<file path="src/rtl/multi_port_issue_buffer_pkg.sv">
`default_nettype none
// ============================================================================
//  Module   : multi_port_issue_buffer_pkg
//  Purpose  : Shared constants and the first-k one-hot selector used by the
//             issue buffer for free-slot binding and static dequeue select.
//  Revision : 1.0  initial release
// ============================================================================
package multi_port_issue_buffer_pkg;

  // Dequeue selection modes
  localparam int ORDER_STATIC = 0;
  localparam int ORDER_AGE    = 1;

  // Widest vector the selector handles; callers zero-extend and truncate
  localparam int MAX_DEPTH = 64;

  // One-hot of the (k+1)-th set bit of vec, scanning from bit 0 upward.
  // Returns all zeros when vec has k or fewer bits set.
  function automatic logic [MAX_DEPTH-1:0] first_k_onehot(
    input logic [MAX_DEPTH-1:0] vec,
    input int                   k
  );
    logic [MAX_DEPTH-1:0] oh;
    int                   seen;
    oh   = '0;
    seen = 0;
    for (int i = 0; i < MAX_DEPTH; i++) begin
      if (vec[i]) begin
        if (seen == k) oh[i] = 1'b1;
        seen = seen + 1;
      end
    end
    return oh;
  endfunction

endpackage
`default_nettype wire

</file>
<file path="src/rtl/multi_port_issue_buffer_if.sv">
`default_nettype none
// ============================================================================
//  Module   : multi_port_issue_buffer_if
//  Purpose  : Enqueue / dequeue / wakeup bundle of the issue buffer.
//             slave = buffer side, master = producer/consumer side.
//  Revision : 1.0  initial release
// ============================================================================
interface multi_port_issue_buffer_if #(
  parameter int DEPTH      = 8,
  parameter int ENQ_WIDTH  = 2,
  parameter int DEQ_WIDTH  = 2,
  parameter int DATA_WIDTH = 32
);
  localparam int IW = $clog2(DEPTH);
  localparam int CW = $clog2(DEPTH + 1);

  logic                            flush_i;
  logic [ENQ_WIDTH-1:0]            enq_vld_i;
  logic [ENQ_WIDTH*DATA_WIDTH-1:0] enq_data_i;
  logic [ENQ_WIDTH-1:0]            enq_rdy_o;
  logic [DEPTH-1:0]                entry_rdy_i;
  logic [DEQ_WIDTH-1:0]            deq_vld_o;
  logic [DEQ_WIDTH*DATA_WIDTH-1:0] deq_data_o;
  logic [DEQ_WIDTH*IW-1:0]         deq_idx_o;
  logic [DEQ_WIDTH-1:0]            deq_rdy_i;
  logic [DEPTH-1:0]                vld_mask_o;
  logic [CW-1:0]                   count_o;

  modport slave (
    input  flush_i, enq_vld_i, enq_data_i, entry_rdy_i, deq_rdy_i,
    output enq_rdy_o, deq_vld_o, deq_data_o, deq_idx_o, vld_mask_o, count_o
  );

  modport master (
    output flush_i, enq_vld_i, enq_data_i, entry_rdy_i, deq_rdy_i,
    input  enq_rdy_o, deq_vld_o, deq_data_o, deq_idx_o, vld_mask_o, count_o
  );

endinterface
`default_nettype wire

</file>
<file path="src/rtl/multi_port_issue_buffer_age_matrix_picker.sv">
`default_nettype none
// ============================================================================
//  Module   : age_matrix_picker
//  Purpose  : Age matrix tracking relative entry age plus iterative
//             oldest-first one-hot selection, one pick per dequeue port.
//             age_q[a][b] = 1 means entry a is older than entry b.
//  Revision : 1.0  initial release
// ============================================================================
module age_matrix_picker
  import multi_port_issue_buffer_pkg::*;
#(
  parameter int DEPTH     = 8,
  parameter int ENQ_WIDTH = 2,
  parameter int DEQ_WIDTH = 2
) (
  input  logic                 clk,
  input  logic                 rstn,
  input  logic [DEPTH-1:0]     vld_i,
  input  logic [ENQ_WIDTH-1:0] enq_fire_i,
  input  logic [DEPTH-1:0]     enq_slot_oh_i [ENQ_WIDTH],
  input  logic [DEPTH-1:0]     cand_i,
  output logic [DEPTH-1:0]     sel_oh_o [DEQ_WIDTH]
);

  logic [DEPTH-1:0] age_q [DEPTH];
  logic [DEPTH-1:0] age_d [DEPTH];
  logic [DEPTH-1:0] older_w;
  logic [DEPTH-1:0] remaining_w;
  logic [DEPTH-1:0] older_in_rem_w;
  logic [DEPTH-1:0] is_oldest_w;

  // New entry is younger than everything already valid and than lower ports' writes
  always_comb begin
    age_d   = age_q;
    older_w = vld_i;
    for (int k = 0; k < ENQ_WIDTH; k++) begin
      if (enq_fire_i[k]) begin
        for (int s = 0; s < DEPTH; s++) begin
          if (enq_slot_oh_i[k][s]) begin
            age_d[s] = '0;
            for (int x = 0; x < DEPTH; x++) age_d[x][s] = older_w[x];
          end
        end
        older_w = older_w | enq_slot_oh_i[k];
      end
    end
  end

  // Age registers
  always_ff @(posedge clk or negedge rstn) begin
    if (!rstn) age_q <= '{default: '0};
    else       age_q <= age_d;
  end

  // Per port: pick the candidate with no older remaining candidate, then remove it
  always_comb begin
    remaining_w    = cand_i;
    older_in_rem_w = '0;
    is_oldest_w    = '0;
    sel_oh_o       = '{default: '0};
    for (int j = 0; j < DEQ_WIDTH; j++) begin
      for (int c = 0; c < DEPTH; c++) begin
        for (int b = 0; b < DEPTH; b++) older_in_rem_w[b] = remaining_w[b] & age_q[b][c];
        is_oldest_w[c] = remaining_w[c] & ~(|older_in_rem_w);
      end
      sel_oh_o[j] = DEPTH'(first_k_onehot(MAX_DEPTH'(is_oldest_w), 0));
      remaining_w = remaining_w & ~sel_oh_o[j];
    end
  end

endmodule
`default_nettype wire

</file>
<file path="src/rtl/multi_port_issue_buffer.sv">
`default_nettype none
// ============================================================================
//  Module   : multi_port_issue_buffer
//  Purpose  : DEPTH-entry issue buffer with ENQ_WIDTH enqueue and DEQ_WIDTH
//             dequeue ports; static or oldest-first selection of ready entries.
//  Revision : 1.0  initial release
// ============================================================================
module multi_port_issue_buffer
  import multi_port_issue_buffer_pkg::*;
#(
  parameter int DEPTH      = 8,
  parameter int ENQ_WIDTH  = 2,
  parameter int DEQ_WIDTH  = 2,
  parameter int DATA_WIDTH = 32,
  parameter int AGE_ORDER  = ORDER_AGE
) (
  input  logic                      clk,
  input  logic                      rstn,
  multi_port_issue_buffer_if.slave  bus
);

  localparam int IW = $clog2(DEPTH);
  localparam int CW = $clog2(DEPTH + 1);

  if (DEPTH < ENQ_WIDTH) begin : g_bad_enq_width
    $error("multi_port_issue_buffer: DEPTH must be >= ENQ_WIDTH");
  end
  if (DEPTH > MAX_DEPTH) begin : g_bad_depth
    $error("multi_port_issue_buffer: DEPTH exceeds selector width");
  end

  logic [DEPTH-1:0]              vld_q, vld_d;
  logic [CW-1:0]                 count_q, count_d;
  logic [DATA_WIDTH-1:0]         data_q [DEPTH];
  logic [DEPTH-1:0]              free_w, cand_w, enq_set_w, deq_clr_w;
  logic [DEPTH-1:0]              slot_oh_w [ENQ_WIDTH];
  logic [DEPTH-1:0]              sel_oh_w  [DEQ_WIDTH];
  logic [ENQ_WIDTH-1:0]          enq_rdy_w, enq_fire_w;
  logic [DEQ_WIDTH-1:0]          deq_vld_w, deq_fire_w;
  logic [DEQ_WIDTH*DATA_WIDTH-1:0] deq_data_w;
  logic [DEQ_WIDTH*IW-1:0]       deq_idx_w;

  assign free_w = ~vld_q;
  assign cand_w = vld_q & bus.entry_rdy_i;

  // Bind enqueue port k to the k-th lowest free slot regardless of its request
  always_comb begin
    enq_set_w = '0;
    for (int k = 0; k < ENQ_WIDTH; k++) begin
      slot_oh_w[k]  = DEPTH'(first_k_onehot(MAX_DEPTH'(free_w), k));
      enq_rdy_w[k]  = rstn & ~bus.flush_i & (|slot_oh_w[k]);
      enq_fire_w[k] = bus.enq_vld_i[k] & enq_rdy_w[k];
      if (enq_fire_w[k]) enq_set_w = enq_set_w | slot_oh_w[k];
    end
  end

  if (AGE_ORDER == ORDER_AGE) begin : g_age
    age_matrix_picker #(
      .DEPTH     (DEPTH),
      .ENQ_WIDTH (ENQ_WIDTH),
      .DEQ_WIDTH (DEQ_WIDTH)
    ) u_picker (
      .clk           (clk),
      .rstn          (rstn),
      .vld_i         (vld_q),
      .enq_fire_i    (enq_fire_w),
      .enq_slot_oh_i (slot_oh_w),
      .cand_i        (cand_w),
      .sel_oh_o      (sel_oh_w)
    );
  end else begin : g_static
    // Port j takes the (j+1)-th lowest-index candidate
    always_comb begin
      for (int j = 0; j < DEQ_WIDTH; j++) begin
        sel_oh_w[j] = DEPTH'(first_k_onehot(MAX_DEPTH'(cand_w), j));
      end
    end
  end

  // Drive dequeue ports from the selection; flush discards the handshake
  always_comb begin
    deq_clr_w  = '0;
    deq_data_w = '0;
    deq_idx_w  = '0;
    deq_vld_w  = '0;
    deq_fire_w = '0;
    for (int j = 0; j < DEQ_WIDTH; j++) begin
      deq_vld_w[j]  = |sel_oh_w[j];
      deq_fire_w[j] = deq_vld_w[j] & bus.deq_rdy_i[j] & ~bus.flush_i;
      for (int i = 0; i < DEPTH; i++) begin
        if (sel_oh_w[j][i]) begin
          deq_data_w[j*DATA_WIDTH +: DATA_WIDTH] = data_q[i];
          deq_idx_w[j*IW +: IW]                  = IW'(i);
        end
      end
      if (deq_fire_w[j]) deq_clr_w = deq_clr_w | sel_oh_w[j];
    end
  end

  // Next valid mask and occupancy; enqueue and dequeue never target the same slot
  always_comb begin
    vld_d   = (vld_q & ~deq_clr_w) | enq_set_w;
    count_d = count_q;
    for (int k = 0; k < ENQ_WIDTH; k++) if (enq_fire_w[k]) count_d = count_d + CW'(1);
    for (int j = 0; j < DEQ_WIDTH; j++) if (deq_fire_w[j]) count_d = count_d - CW'(1);
    if (bus.flush_i) begin
      vld_d   = '0;
      count_d = '0;
    end
  end

  // Valid bits and counter
  always_ff @(posedge clk or negedge rstn) begin
    if (!rstn) begin
      vld_q   <= '0;
      count_q <= '0;
    end else begin
      vld_q   <= vld_d;
      count_q <= count_d;
    end
  end

  // Payload capture; contents of empty slots are don't-care so no reset
  always_ff @(posedge clk) begin
    for (int i = 0; i < DEPTH; i++) begin
      for (int k = 0; k < ENQ_WIDTH; k++) begin
        if (enq_fire_w[k] && slot_oh_w[k][i]) data_q[i] <= bus.enq_data_i[k*DATA_WIDTH +: DATA_WIDTH];
      end
    end
  end

  assign bus.enq_rdy_o  = enq_rdy_w;
  assign bus.deq_vld_o  = deq_vld_w;
  assign bus.deq_data_o = deq_data_w;
  assign bus.deq_idx_o  = deq_idx_w;
  assign bus.vld_mask_o = vld_q;
  assign bus.count_o    = count_q;

endmodule
`default_nettype wire
</file>
<file path="src/flat_wrapper.sv">
// flat-port wrapper written by rule: the top's interface ports become plain ports
module multi_port_issue_buffer_flat import multi_port_issue_buffer_pkg::*;
#(
  parameter int DEPTH      = 8,
  parameter int ENQ_WIDTH  = 2,
  parameter int DEQ_WIDTH  = 2,
  parameter int DATA_WIDTH = 32,
  parameter int AGE_ORDER  = ORDER_AGE
)
  (clk, rstn, bus_flush_i, bus_enq_vld_i, bus_enq_data_i, bus_entry_rdy_i, bus_deq_rdy_i, bus_enq_rdy_o, bus_deq_vld_o, bus_deq_data_o, bus_deq_idx_o, bus_vld_mask_o, bus_count_o);
  multi_port_issue_buffer_if #(.DEPTH(DEPTH), .ENQ_WIDTH(ENQ_WIDTH), .DEQ_WIDTH(DEQ_WIDTH), .DATA_WIDTH(DATA_WIDTH)) bus_i ();
  input  logic clk;
  input  logic rstn;
  input wire logic [$bits(bus_i.flush_i)-1:0] bus_flush_i;
  input wire logic [$bits(bus_i.enq_vld_i)-1:0] bus_enq_vld_i;
  input wire logic [$bits(bus_i.enq_data_i)-1:0] bus_enq_data_i;
  input wire logic [$bits(bus_i.entry_rdy_i)-1:0] bus_entry_rdy_i;
  input wire logic [$bits(bus_i.deq_rdy_i)-1:0] bus_deq_rdy_i;
  output wire logic [$bits(bus_i.enq_rdy_o)-1:0] bus_enq_rdy_o;
  output wire logic [$bits(bus_i.deq_vld_o)-1:0] bus_deq_vld_o;
  output wire logic [$bits(bus_i.deq_data_o)-1:0] bus_deq_data_o;
  output wire logic [$bits(bus_i.deq_idx_o)-1:0] bus_deq_idx_o;
  output wire logic [$bits(bus_i.vld_mask_o)-1:0] bus_vld_mask_o;
  output wire logic [$bits(bus_i.count_o)-1:0] bus_count_o;
  assign bus_i.flush_i = bus_flush_i;
  assign bus_i.enq_vld_i = bus_enq_vld_i;
  assign bus_i.enq_data_i = bus_enq_data_i;
  assign bus_i.entry_rdy_i = bus_entry_rdy_i;
  assign bus_i.deq_rdy_i = bus_deq_rdy_i;
  assign bus_enq_rdy_o = bus_i.enq_rdy_o;
  assign bus_deq_vld_o = bus_i.deq_vld_o;
  assign bus_deq_data_o = bus_i.deq_data_o;
  assign bus_deq_idx_o = bus_i.deq_idx_o;
  assign bus_vld_mask_o = bus_i.vld_mask_o;
  assign bus_count_o = bus_i.count_o;
  multi_port_issue_buffer #(.DEPTH(DEPTH), .ENQ_WIDTH(ENQ_WIDTH), .DEQ_WIDTH(DEQ_WIDTH), .DATA_WIDTH(DATA_WIDTH), .AGE_ORDER(AGE_ORDER)) u_core (.clk(clk), .rstn(rstn), .bus(bus_i));
endmodule
</file>
<file path="config.mk">
export PLATFORM = sky130hd
export DESIGN_NAME = multi_port_issue_buffer_flat
export DESIGN_NICKNAME = d
export VERILOG_FILES = /design/src/rtl/multi_port_issue_buffer_pkg.sv /design/src/rtl/multi_port_issue_buffer_if.sv /design/src/rtl/multi_port_issue_buffer_age_matrix_picker.sv /design/src/rtl/multi_port_issue_buffer.sv /design/src/flat_wrapper.sv
export SDC_FILE = /design/constraint.sdc
export NUM_CORES = 1
export LEC_CHECK = 0
export CAP_MARGIN = 20
export CORE_ASPECT_RATIO = 0.6
export CORE_UTILIZATION = 65
export DETAILED_ROUTE_END_ITERATION = 12
export DONT_BUFFER_PORTS = 1
export PLACE_DENSITY = 0.81
export SYNTH_ARGS = -nofsm -noshare
export SYNTH_HDL_FRONTEND = slang
export SYNTH_SLANG_ARGS = --single-unit
</file>
<file path="constraint.sdc">
create_clock -name clk -period 19.7 [get_ports clk]
set_input_delay 2.955 -clock clk [delete_from_list [all_inputs] [get_ports clk]]
set_output_delay 2.955 -clock clk [all_outputs]
set_load 0.02 [all_outputs]
</file>
* Word level (Yosys, flattened, before mapping)
Memories as Yosys holds them, arrays and structs flattened.
Index checks and enable logic that the tools add are counted.
** Cells by class
- Add/sub/neg operators :: 22
- Eq/ne operators :: 7
- Mux-type cells :: 280
- Bitwise operators :: 187
- Reduce and logical (&&, ||, !) cells :: 56
** Operator list (number)
- 32-bit 2-to-1 mux :: 41
- 32-bit zero test :: 21
- 32-bit by 2-bit adder with 32-bit output (second input constant) :: 17
- 1-bit 2-to-1 mux :: 199
- 32-bit by 2-bit == test with 1-bit output (second input constant) :: 6
- 8-bit 2-to-1 mux :: 21
- 1-bit bitwise AND :: 153
- 8-bit OR reduction :: 19
- 64-bit 2-to-1 mux :: 2
- 8-bit OR :: 4
- 8-bit bitwise AND :: 3
- 3-bit 2-to-1 mux :: 8
- 8-bit NOT :: 3
- 4-bit 2-to-1 mux :: 5
- 1-bit NOT :: 17
- 1-bit logical AND :: 15
- 4-bit by 1-bit adder with 4-bit output (second input constant) :: 2
- 2-bit 2-to-1 mux :: 4
- 4-bit by 1-bit subtractor with 4-bit output (second input constant) :: 2
- 1-bit OR :: 7
- 7-bit OR reduction :: 1
- 1-bit by 1-bit adder with 2-bit output (second input constant) :: 1
- 1-bit == test (second input constant) :: 1
** Storage, ports and cells
- Bits in registers :: 76
- RAM bits :: 256
- Input bits :: 79
- Output and inout port bits :: 86
- Word-level logic and storage cells :: 563
- Memories kept :: 1
** Memory list
- u_core.data_q :: words 8, width 32, read ports 8, clocked after memory_dff 0, write ports 8, RTL line multi_port_issue_buffer.sv:34 : logic [DATA_WIDTH-1:0] data_q [DEPTH];

* Logic depth before layout (Yosys ltp)
Gate-level depths: netlist (run 1).
- Depth in word-level cells :: 51
- Depth in mapped cells :: 53
- Mapped depth without buffers :: 48

* Cells and area by module
A second synthesis (run 1) with hierarchy kept.
** Unflattened totals
- Cell total of the unflattened synthesis :: 2230
- Area, all modules :: 21779.6 um^2
** By module, submodules not included
- multi_port_issue_buffer :: instances 1, cells an instance 1572, area an instance 16331.9 um^2, seq. area each 7987.7 um^2
- age_matrix_picker :: instances 1, cells an instance 658, area an instance 5447.7 um^2, seq. area each 1601.5 um^2

* Worst setup path before layout (run 1)
Ideal clock, no wire load.
- Kind :: input to output
- From :: in bus_entry_rdy_i[2]
- To :: out bus_deq_data_o[37]
- Data arrival time :: 12.906 ns
- Required time :: 16.745 ns
- Slack :: 3.839 ns
- Cell stages on the path :: 48
- Buffers on the path :: 3
- Cells stage by stage :: and2_1 -> a2111oi_0 -> and3_1 -> inv_1 -> ha_1 -> nand3_1 -> clkbuf_1 -> o21ai_0 -> ha_1 -> nor4_1 -> a31oi_1 -> ha_1 -> nand2_1 -> o21ai_4 -> ha_1 -> mux2_2 -> ha_1 -> xnor3_1 -> (+12 left out) -> inv_1 -> ha_1 -> nor2_1 -> a31oi_1 -> ha_1 -> nand2_1 -> o21ai_0 -> ha_1 -> o211ai_1 -> nor4b_1 -> mux2_2 -> nor4b_1 -> a22oi_1 -> and2_1 -> clkbuf_2 -> clkbuf_1 -> a311oi_1 -> a21o_1
** Between the ends
- Cells in the longest elaborated chain, start to end :: 44
- Elaborated cells on any way between the ends :: 201
- Those cells by class :: 12 x add/sub; 52 x mux; 107 x bitwise; 30 x reduce/logical
** Ends and longest elaborated chain
- start, declared :: RTL line flat_wrapper.sv:17 : input wire logic [$bits(bus_i.entry_rdy_i)-1:0] bus_entry_rdy_i;
- 8-bit bitwise AND * :: RTL line multi_port_issue_buffer.sv:44 : assign cand_w = vld_q & bus.entry_rdy_i;
- 1-bit bitwise AND :: RTL line multi_port_issue_buffer_age_matrix_picker.sv:63 : for (int b = 0; b < DEPTH; b++) older_in_rem_w[b] = remaining_w[b] & age_q[b][c];
- 8-bit OR reduction :: RTL line multi_port_issue_buffer_age_matrix_picker.sv:64 : is_oldest_w[c] = remaining_w[c] & ~(|older_in_rem_w);
- 1-bit NOT :: RTL line multi_port_issue_buffer_age_matrix_picker.sv:64
- 1-bit bitwise AND :: RTL line multi_port_issue_buffer_age_matrix_picker.sv:64
- 1-bit 2-to-1 mux :: RTL line multi_port_issue_buffer_pkg.sv:28 : if (vec[i]) begin
- 32-bit by 2-bit adder with 32-bit output :: RTL line multi_port_issue_buffer_pkg.sv:30 : seen = seen + 1;
- 32-bit 2-to-1 mux :: RTL line multi_port_issue_buffer_pkg.sv:28
- (+28 left out)
- 32-bit by 2-bit adder with 32-bit output :: RTL line multi_port_issue_buffer_pkg.sv:30
- 32-bit 2-to-1 mux :: RTL line multi_port_issue_buffer_pkg.sv:28
- 32-bit by 2-bit adder with 32-bit output :: RTL line multi_port_issue_buffer_pkg.sv:30
- 32-bit 2-to-1 mux :: RTL line multi_port_issue_buffer_pkg.sv:28
- 32-bit zero test :: RTL line multi_port_issue_buffer_pkg.sv:29 : if (seen == k) oh[i] = 1'b1;
- 1-bit 2-to-1 mux :: RTL line multi_port_issue_buffer_pkg.sv:29
- 1-bit 2-to-1 mux :: RTL line multi_port_issue_buffer_pkg.sv:28
- 32-bit 2-to-1 mux * :: RTL line multi_port_issue_buffer.sv:91 : if (sel_oh_w[j][i]) begin
- end, declared :: RTL line flat_wrapper.sv:21 : output wire logic [$bits(bus_i.deq_data_o)-1:0] bus_deq_data_o;
Every way passes the cells marked *; elsewhere a longest branch is shown, timed or not.

* Final worst setup path (run 1)
- From :: in bus_entry_rdy_i[7]
- To :: out bus_deq_data_o[57]
Same word-level chain as after synthesis.

==> results of run 1 <==
-- worst reg2reg max path: cells and delay by family, from the launching register on --
family                   cells  cell delay (ps)
AO/OA/AOI/OAI               12             3420
buffers and inverters        5             1490
flip-flops                   1              370
multiplexers                 2              620
XOR/XNOR                     2              520
AND/OR/NAND/NOR             17             2950
adder cells (fa/ha/maj)     10             2950
-- kinds of logic (layout without fill, tap and decap cells) --
group,after synthesis,in the layout,synth area share
buffers and inverters,228,156,0.04045
adders and majority gates,47,47,0.02724
xor gates and xnor gates,44,44,0.02224
muxes,207,207,0.1065
DFF,332,332,0.4404
and+or+nand+nor,820,820,0.1676
other,0,2,0
AOI/OAI and AO/OA,631,631,0.1955
-- how the worst max path moves through the flow --
| stage | end | start | depth (start not counted) | slack [ps] |
|---|---|---|---|---|
| finish | bus_deq_data_o[57] | bus_entry_rdy_i[7] | 47 | 1990 |
| global route | bus_deq_data_o[54] | bus_entry_rdy_i[2] | 47 | 1170 |
| CTS | bus_deq_data_o[54] | bus_entry_rdy_i[7] | 47 | 2310 |
| detailed placement | bus_deq_data_o[57] | bus_entry_rdy_i[7] | 47 | 2370 |
| global placement | bus_deq_data_o[58] | bus_entry_rdy_i[7] | 47 | 2720 |
| floorplan | bus_deq_data_o[37] | bus_entry_rdy_i[2] | 48 | 3840 |
-- power groups by stage --
stage,clock network [mW],registers [mW],logic (mW)
final,0.650,0.887,0.342
after floorplan,0,0.855,0.246
after detailed placement,0,0.890,0.329
after global placement,0,0.892,0.318
after global routing,0.672,0.885,0.366
after CTS,0.645,0.875,0.331
-- flip-flops by register name, indices dropped and copies added, names as in the netlist --
name,cells
u_core.bus.count_o,4
u_core.bus.vld_mask_o,8
u_core.data_q,256
u_core.g_age.u_picker.age_q,64
-- cell usage in the layout (no fill, tap or decap), types with 30 or more instances in the layout --
cell type,n
sky130_fd_sc_hd__nor2_1,259
sky130_fd_sc_hd__a311oi_1,33
sky130_fd_sc_hd__inv_1,47
sky130_fd_sc_hd__ha_1,45
sky130_fd_sc_hd__o21ai_0,120
sky130_fd_sc_hd__a211oi_1,34
sky130_fd_sc_hd__xnor2_1,30
sky130_fd_sc_hd__a211o_1,32
sky130_fd_sc_hd__clkbuf_16,35
sky130_fd_sc_hd__buf_4,48
sky130_fd_sc_hd__dfrtp_1,76
sky130_fd_sc_hd__nand2_1,316
sky130_fd_sc_hd__mux2_2,197
sky130_fd_sc_hd__a21oi_1,170
sky130_fd_sc_hd__nand3_1,76
sky130_fd_sc_hd__a221oi_1,72
sky130_fd_sc_hd__a21o_1,38
sky130_fd_sc_hd__edfxtp_1,256
sky130_fd_sc_hd__o22ai_1,32
-- through the flow --
stage	instances	utilization
floorplan	2309	-
global placement	2629	0.6776
detailed placement	2629	0.6776
CTS	2687	0.7107
global route	2687	0.7107
finish	2689	0.7108
-- final cells by class --
class | count | area (µm²)
antenna | 2 | 5.005
clock buffer | 40 | 904.6
clock inverter | 18 | 175.2
fill | 2366 | 9448
inverter | 50 | 187.7
multi-input combinational | 1749 | 11440
sequential | 332 | 9589
tap | 450 | 563.0
timing repair buffer | 48 | 360.3
-- layer usage --
metal,track usage,up-vias,wire [µm]
li1,-,8379,-
met1,0.6346,9496,30230
met2,0.6253,1843,32090
met3,0.2007,241,14520
met4,0.1474,2,2436
met5,0.03030,-,133
==> results.txt, run 1 <==
The instance count along the most critical hold path came out at 2. The run finished with clean final reports. The number of setup buffers added after CTS came out at 0.

The highest cell delay on the worst timing path is 640 ps. The average instance in the mapped netlist occupies 9.430 µm². The total congestion overflow after global routing came out at 0. The startpoint identified for the worst register-to-register timing path is u_core.bus.vld_mask_o[2]$_DFF_PN0_. The setup skew after layout is 29.01 ps. The number of global-route vias before repair came out at 18810. The end of the worst register-to-register path is u_core.bus.vld_mask_o[7]$_DFF_PN0_. The register-to-register path setup slack came out at 7230 ps. The maximum number of pins on one net before global-route repair came out at 78. The net switching power of the design came out at 591.5 µW. Setup repair after global routing left no endpoint under its margin. The number of antenna violations at the first check in global routing was 1. For this design, the slowest cell found on the critical path is sky130_fd_sc_hd__a2111oi_0. The portion of the clock cycle consumed by the worst path in the final layout came out at 0.8988. The detailed-route wire length came out at 79420 µm. No sink is reached through more buffers than the 3 on the longest clock path. The most numerous cell type found on the critical path is sky130_fd_sc_hd__ha_1. The area growth from synthesis to final layout came out at 6.654%. The tightest hold margin is 542.7 ps. The placeable core region came out at 32670 µm². The arrival time at the worst endpoint came out at 14750 ps. The number of buffers inserted for hold repair after clock tree synthesis is 0. The clock slew seen by the registers of the worst setup and hold paths is 60 ps. Summed over all failing endpoints, the final setup total negative slack is 0 ps.

The transition at the pin with the smallest max-transition slack came out at 1136 ps. The share of final-layout standard cells stronger than drive strength 1 came out at 0.1574. The count of routing violations after the opening detailed-route iteration is 3533. The sum of buffers and inverters on the critical path is 4. The root buffer cell chosen for the clock tree is sky130_fd_sc_hd__clkbuf_16.

TritonCTS built the clock tree. The switching power share of the total is 0.3147. The final weighted congestion in routability-driven placement is 1.030. The overall power after layout came out at 1.879 mW. The chip width is 238.3 µm. The finished cells cover 23220 µm².

Based on the critical path, the design can be clocked at up to 0.05648 GHz. The post-cts gate resize count came out at 0. The worst hold path belongs to the class reg -> reg. The sequential share of power came out at 0.472.

The via density per instance is 7.423. In the final routed layout, each cell accounts on average for 29.53 µm. The first-pass GRT wire length came out at 115900 µm. The category of the worst setup path launch point is an input pin. The final critical-path required period came out at 17710 ps. In this run the cell area measured after placement is 22140 µm². The number of nets with antenna violations after detailed routing came out at 0. The effective utilization at floorplan came out at 0.6665. The number of ports placed on the die boundary is 165.

Setup slack on the critical path of the routed design comes to 1993 ps. Yosys attributes the largest share of cell area to sky130_fd_sc_hd__edfxtp_1, sky130_fd_sc_hd__mux2_2, sky130_fd_sc_hd__dfrtp_1. Headroom to the max-slew limit came out at 0.2347.

In the final design database the tool counted 2337 nets. The worst slack after detailed placement is 2372 ps. The flip-flop cell with the highest count after synthesis is sky130_fd_sc_hd__edfxtp_1. Yosys instantiated no cell more often than sky130_fd_sc_hd__nand2_1. The required time of the critical path is 16750 ps. For hold timing, the worst endpoint is u_core.g_age.u_picker.age_q[28]$_DFF_PN0_. The distinct cell type count after synthesis came out at 88. sky130_fd_sc_hd__edfxtp_1 takes more of the synthesized area than any other cell. The fraction of synthesis flops using an asynchronous set or reset pin came out at 0.2289. The number of buffers created by CTS is 31.

The global router's overall resource usage came out at 0.4552. The max-slew violation count is 0. The worst IR drop on VDD came out at 0.07684 mV. STA classifies the critical path endpoint as an output port. The number of synthesis warnings came out at 0. The maximum fanout count along the critical path is 51. The chip height came out at 143.8 µm. The share of power burned in the clock network is 0.346. The number of failing hold endpoints at the final stage came to 0. The share of synthesized area in the top cell type comes to 0.3530. The die outline area is 34260 µm². Setup violations remaining at the end of the flow were counted as 0. The vias after detailed routing is 19960.

The register area share after synthesis is 0.4404. The H-tree depth reported by CTS is 1. The internal power of the cells came out at 1.288 mW. The detailed placement HPWL is 49740 µm. The top cell family by delay on the critical path is compound AO/OA/AOI/OAI gates. In this run the tool buffered the top-level ports with 0 buffer cells. For this design, the sink count on the clock tree is 332.

The proportion of power drawn by combinational gates is 0.182. The number of cell instances on the worst register-to-register path came out at 48. The number of cell rows is 51. The commonest cells after synthesis are sky130_fd_sc_hd__nand2_1, sky130_fd_sc_hd__nor2_1, sky130_fd_sc_hd__edfxtp_1.

In this run the most critical hold path is launched from u_core.g_age.u_picker.age_q[28]$_DFF_PN0_. The synthesized netlist cell count is 2309. For the worst-skew pair, the clock arrives at the later sink with an insertion delay of 620 ps. The static leakage is 8.776 nW. The power per unit of standard cell area came out at 80.93 nW/µm².

The setup path with the least slack is of type in -> out. The number of flops mapped to enable cells by yosys is 256. The count of state elements after synthesis is 332. The net count after synthesis is 2434. The mapped netlist covers 21770 µm².

The max capacitance violation total is 0. For this run, design rule violations remaining after detail routing come to 0. The iteration count of the initial detailed-routing pass is 6.
Power figures use the tool's default switching activity.
==> inputs of run 2 (changes only) <==
CORE_ASPECT_RATIO = 0.5   (was 0.6)
CTS_CLUSTER_DIAMETER = 60   (was not set)
SKIP_LAST_GASP = 1   (was not set)
==> results.txt, run 2 (synthesis gave the netlist of run 1 again) <==
In this run the critical register-to-register path is launched from u_core.bus.vld_mask_o[1]$_DFF_PN0_. The most critical setup path has its endpoint at bus_deq_data_o[37]. In the layout the commonest cells are sky130_fd_sc_hd__nand2_1, sky130_fd_sc_hd__nor2_1, sky130_fd_sc_hd__edfxtp_1. The worst IR drop on VDD came to 0.06854 mV (-11%). The port buffer count came to 0 (unchanged). The number of antenna violations at the first check in global routing came out at 0 (-1).

The met1 track utilization from global routing is 0.5987 (-0.03597). The sum of negative setup slack came out at 0 ps (unchanged). The effective utilization at floorplan came out at 0.6744 (+0.007903). The iteration count of the initial detailed-routing pass is 10 (+4). The number of global-route vias before repair is 18500 (-1.6%). The cell with the largest stage delay on the worst path is sky130_fd_sc_hd__a2111oi_0. The maximum fanout count along the critical path is 70 (+37%). The worst setup path is captured at an output port. Among the stages of the critical path, the cell type that occurs most often is sky130_fd_sc_hd__ha_1. More flip-flops sit in one register than any other, and that register is u_core.data_q. The register-to-register path setup slack came to 7220 ps (about the same). The transition at the pin with the smallest max-transition slack is 1070 ps (-65.92 ps). The vias after detailed routing was 19640 (-1.6%). The max-slew violation count is 0 (unchanged).

Setup repair after global routing left no endpoint under its margin. The clock tree from TritonCTS is done. The type of the setup path with the least slack is in -> out.

The chip width came out at 260.8 µm (+9.5%). The endpoint identified for the worst register-to-register timing path is u_core.bus.count_o[3]$_DFF_PN0_. The maximum root-to-sink buffer count came out at 3 (unchanged). The worst-skew pair later-pin latency came out at 610 ps (about the same).

The run finished, with violations left. The count of routing violations after the opening detailed-route iteration came out at 3005 (-15%). Leaving out fill and tap cells, the most frequent cell in the layout is sky130_fd_sc_hd__nand2_1. The die outline area is 34280 µm² (about the same). The area of combinational cells with multiple inputs came to 11430 µm² (about the same).

The final design area excluding fillers is 23050 µm² (-0.74%). The detailed placement HPWL is 45510 µm (-8.5%). The number of cell rows is 46 (-9.8%). The post-cts gate resize count came to 0 (unchanged).

The number of setup violations in the final report is 0 (unchanged). The net count of the finished layout came out at 2336 (-0.043%). The number of flip-flops in the largest register came out at 256 (unchanged). The headroom to the max-slew limit was 0.2866 (+0.05195).

The power per unit of standard cell area is 77.20 nW/µm² (-4.6%). The number of buffers inserted for hold repair after clock tree synthesis came out at 0 (unchanged). In this run the most used layer during global routing was met2. The static leakage was 8.707 nW (-0.79%). The global routing met2 resource utilization came out at 0.6422 (+0.01692).

The final critical-path required period is 17910 ps (+200.6 ps). STA classifies the critical path startpoint as an input pin. The H-tree depth reported by CTS was 1 (unchanged). The total congestion overflow after global routing came out at 0 (unchanged). The area growth from synthesis to final layout came out at 5.867%. The number of buffers created by CTS came out at 30 (-3.2%).

The number of cell instances on the worst register-to-register path came out at 46 (-4.2%). The arrival time at the worst endpoint came to 14950 ps (+200 ps). The count of fill cells added during filler insertion came out at 2385 (+0.80%). The number of failing hold endpoints at the final stage is 0 (unchanged). The post-route DRC violation count came out at 1 (+1). The setup skew after layout is 46.45 ps (+17.44 ps). The highest cell delay on the worst timing path came out at 650 ps (about the same). The final reports fail on design-rule violations. The share of final-layout standard cells stronger than drive strength 1 was 0.1522 (-0.005160). The fraction of met3 tracks used by global routing came out at 0.09259 (-0.1081). The chip height was 131.4 µm (-8.6%).

The tightest min-delay check is of the reg -> reg type. The first-pass GRT wire length is 111500 µm (-3.8%). The maximum clock rate came out at 0.05584 GHz (-1.1%). The clock tree root driver cell is sky130_fd_sc_hd__clkbuf_16.

The detailed-route wire length is 74130 µm (-6.7%). The final weighted congestion in routability-driven placement came out at 1.021 (-0.93%). The number of setup buffers added after CTS is 0 (unchanged). The max capacitance violation total came out at 0 (unchanged). The placeable core region is 32290 µm² (-1.2%). The portion of the clock cycle consumed by the worst path in the final layout is 0.9090 (+0.01018). The required time of the critical path is 16750 ps (about the same). The clock slew seen by the registers of the worst setup and hold paths came out at 70 ps (about the same). The placed standard-cell area came out at 22090 µm² (-0.21%). The number of ports placed on the die boundary was 165 (unchanged).

The number of antenna repair diodes is 0 (-2). The via density per instance came out at 7.368 (-0.75%). The maximum number of pins on one net before global-route repair came out at 78 (unchanged).

The global router's overall resource usage is 0.4273 (-0.02786). The average wire per standard cell came out at 27.81 µm (-5.8%). The number of nets with antenna violations after detailed routing came out at 0 (unchanged). In this run the worst setup path begins at bus_entry_rdy_i[7]. The combined flip-flop and latch cell area is 9589 µm² (unchanged).

The number of clock sinks seen by CTS is 332 (unchanged).
run 2: cell count changes in the layout (fill, tap and decap cells not counted), moves of 2 or more:
cell                         before  now
sky130_fd_sc_hd__nand2_1        316  314
sky130_fd_sc_hd__clkbuf_16       35   30
sky130_fd_sc_hd__buf_12           0    2
sky130_fd_sc_hd__clkinvlp_4       6    1
sky130_fd_sc_hd__nand2_2          4    7
sky130_fd_sc_hd__clkinv_1         3   10
sky130_fd_sc_hd__buf_4           48   46
sky130_fd_sc_hd__diode_2          2    0
run 2: final cells by class:
cell class / instances / area share
Sequential cell: 332 / 0.4160
Tap cell: 432 / 0.02345
Clock buffer: 35 / 0.03338
Multi-Input combinational cell: 1749 / 0.4958
Inverter: 50 / 0.008142
Clock inverter: 20 / 0.006513
Timing Repair Buffer: 48 / 0.01672
run 2: critical path: cells and delay by family:
kind	cells	cell delay (ps)
simple gates	15	2430
xor+xnor	3	840
compound gates	11	3530
mux	3	880
buf+inv	4	1130
fa+ha+maj	10	3140
run 2: routing by layer:
layer,vias to the layer above,part of all wire,wire [µm]
met1,9408,0.39,28630
met5,-,0,0
met2,1606,0.44,32670
met3,253,0.13,9765
li1,8375,-,-
met4,0,0.041,3061
run 2: how the worst min path moves through the flow:
stage                                              start                                         to  depth (start not counted)
6_report       u_core.g_age.u_picker.age_q[21]$_DFF_PN0_  u_core.g_age.u_picker.age_q[21]$_DFF_PN0_                          2
5_1_grt        u_core.g_age.u_picker.age_q[21]$_DFF_PN0_  u_core.g_age.u_picker.age_q[21]$_DFF_PN0_                          2
4_1_cts        u_core.g_age.u_picker.age_q[21]$_DFF_PN0_  u_core.g_age.u_picker.age_q[21]$_DFF_PN0_                          2
3_5_place_dp   u_core.g_age.u_picker.age_q[21]$_DFF_PN0_  u_core.g_age.u_picker.age_q[21]$_DFF_PN0_                          2
3_3_place_gp   u_core.g_age.u_picker.age_q[21]$_DFF_PN0_  u_core.g_age.u_picker.age_q[21]$_DFF_PN0_                          2
2_1_floorplan   u_core.g_age.u_picker.age_q[7]$_DFF_PN0_   u_core.g_age.u_picker.age_q[7]$_DFF_PN0_                          1
run 2: report_power, final:
group	switching (mW)	internal [mW]	leakage (nW)
logic	0.215	0.122	4.94
registers	0.0590	0.813	3.32
clock network	0.277	0.295	0.447
run 2: per-stage QoR:
stage	std cells	hold WS, ps	total power [mW]	utilization	setup slack, ps
after floorplan	2309	472.3	1.101	-	3839
after global placement	2609	538.5	1.197	0.6842	2422
after detailed placement	2609	543.3	1.205	0.6842	1922
after CTS	2664	553.8	1.760	0.7127	1892
after global routing	2666	562.8	1.828	0.7139	925.0
final	2666	557.7	1.780	0.7139	1793
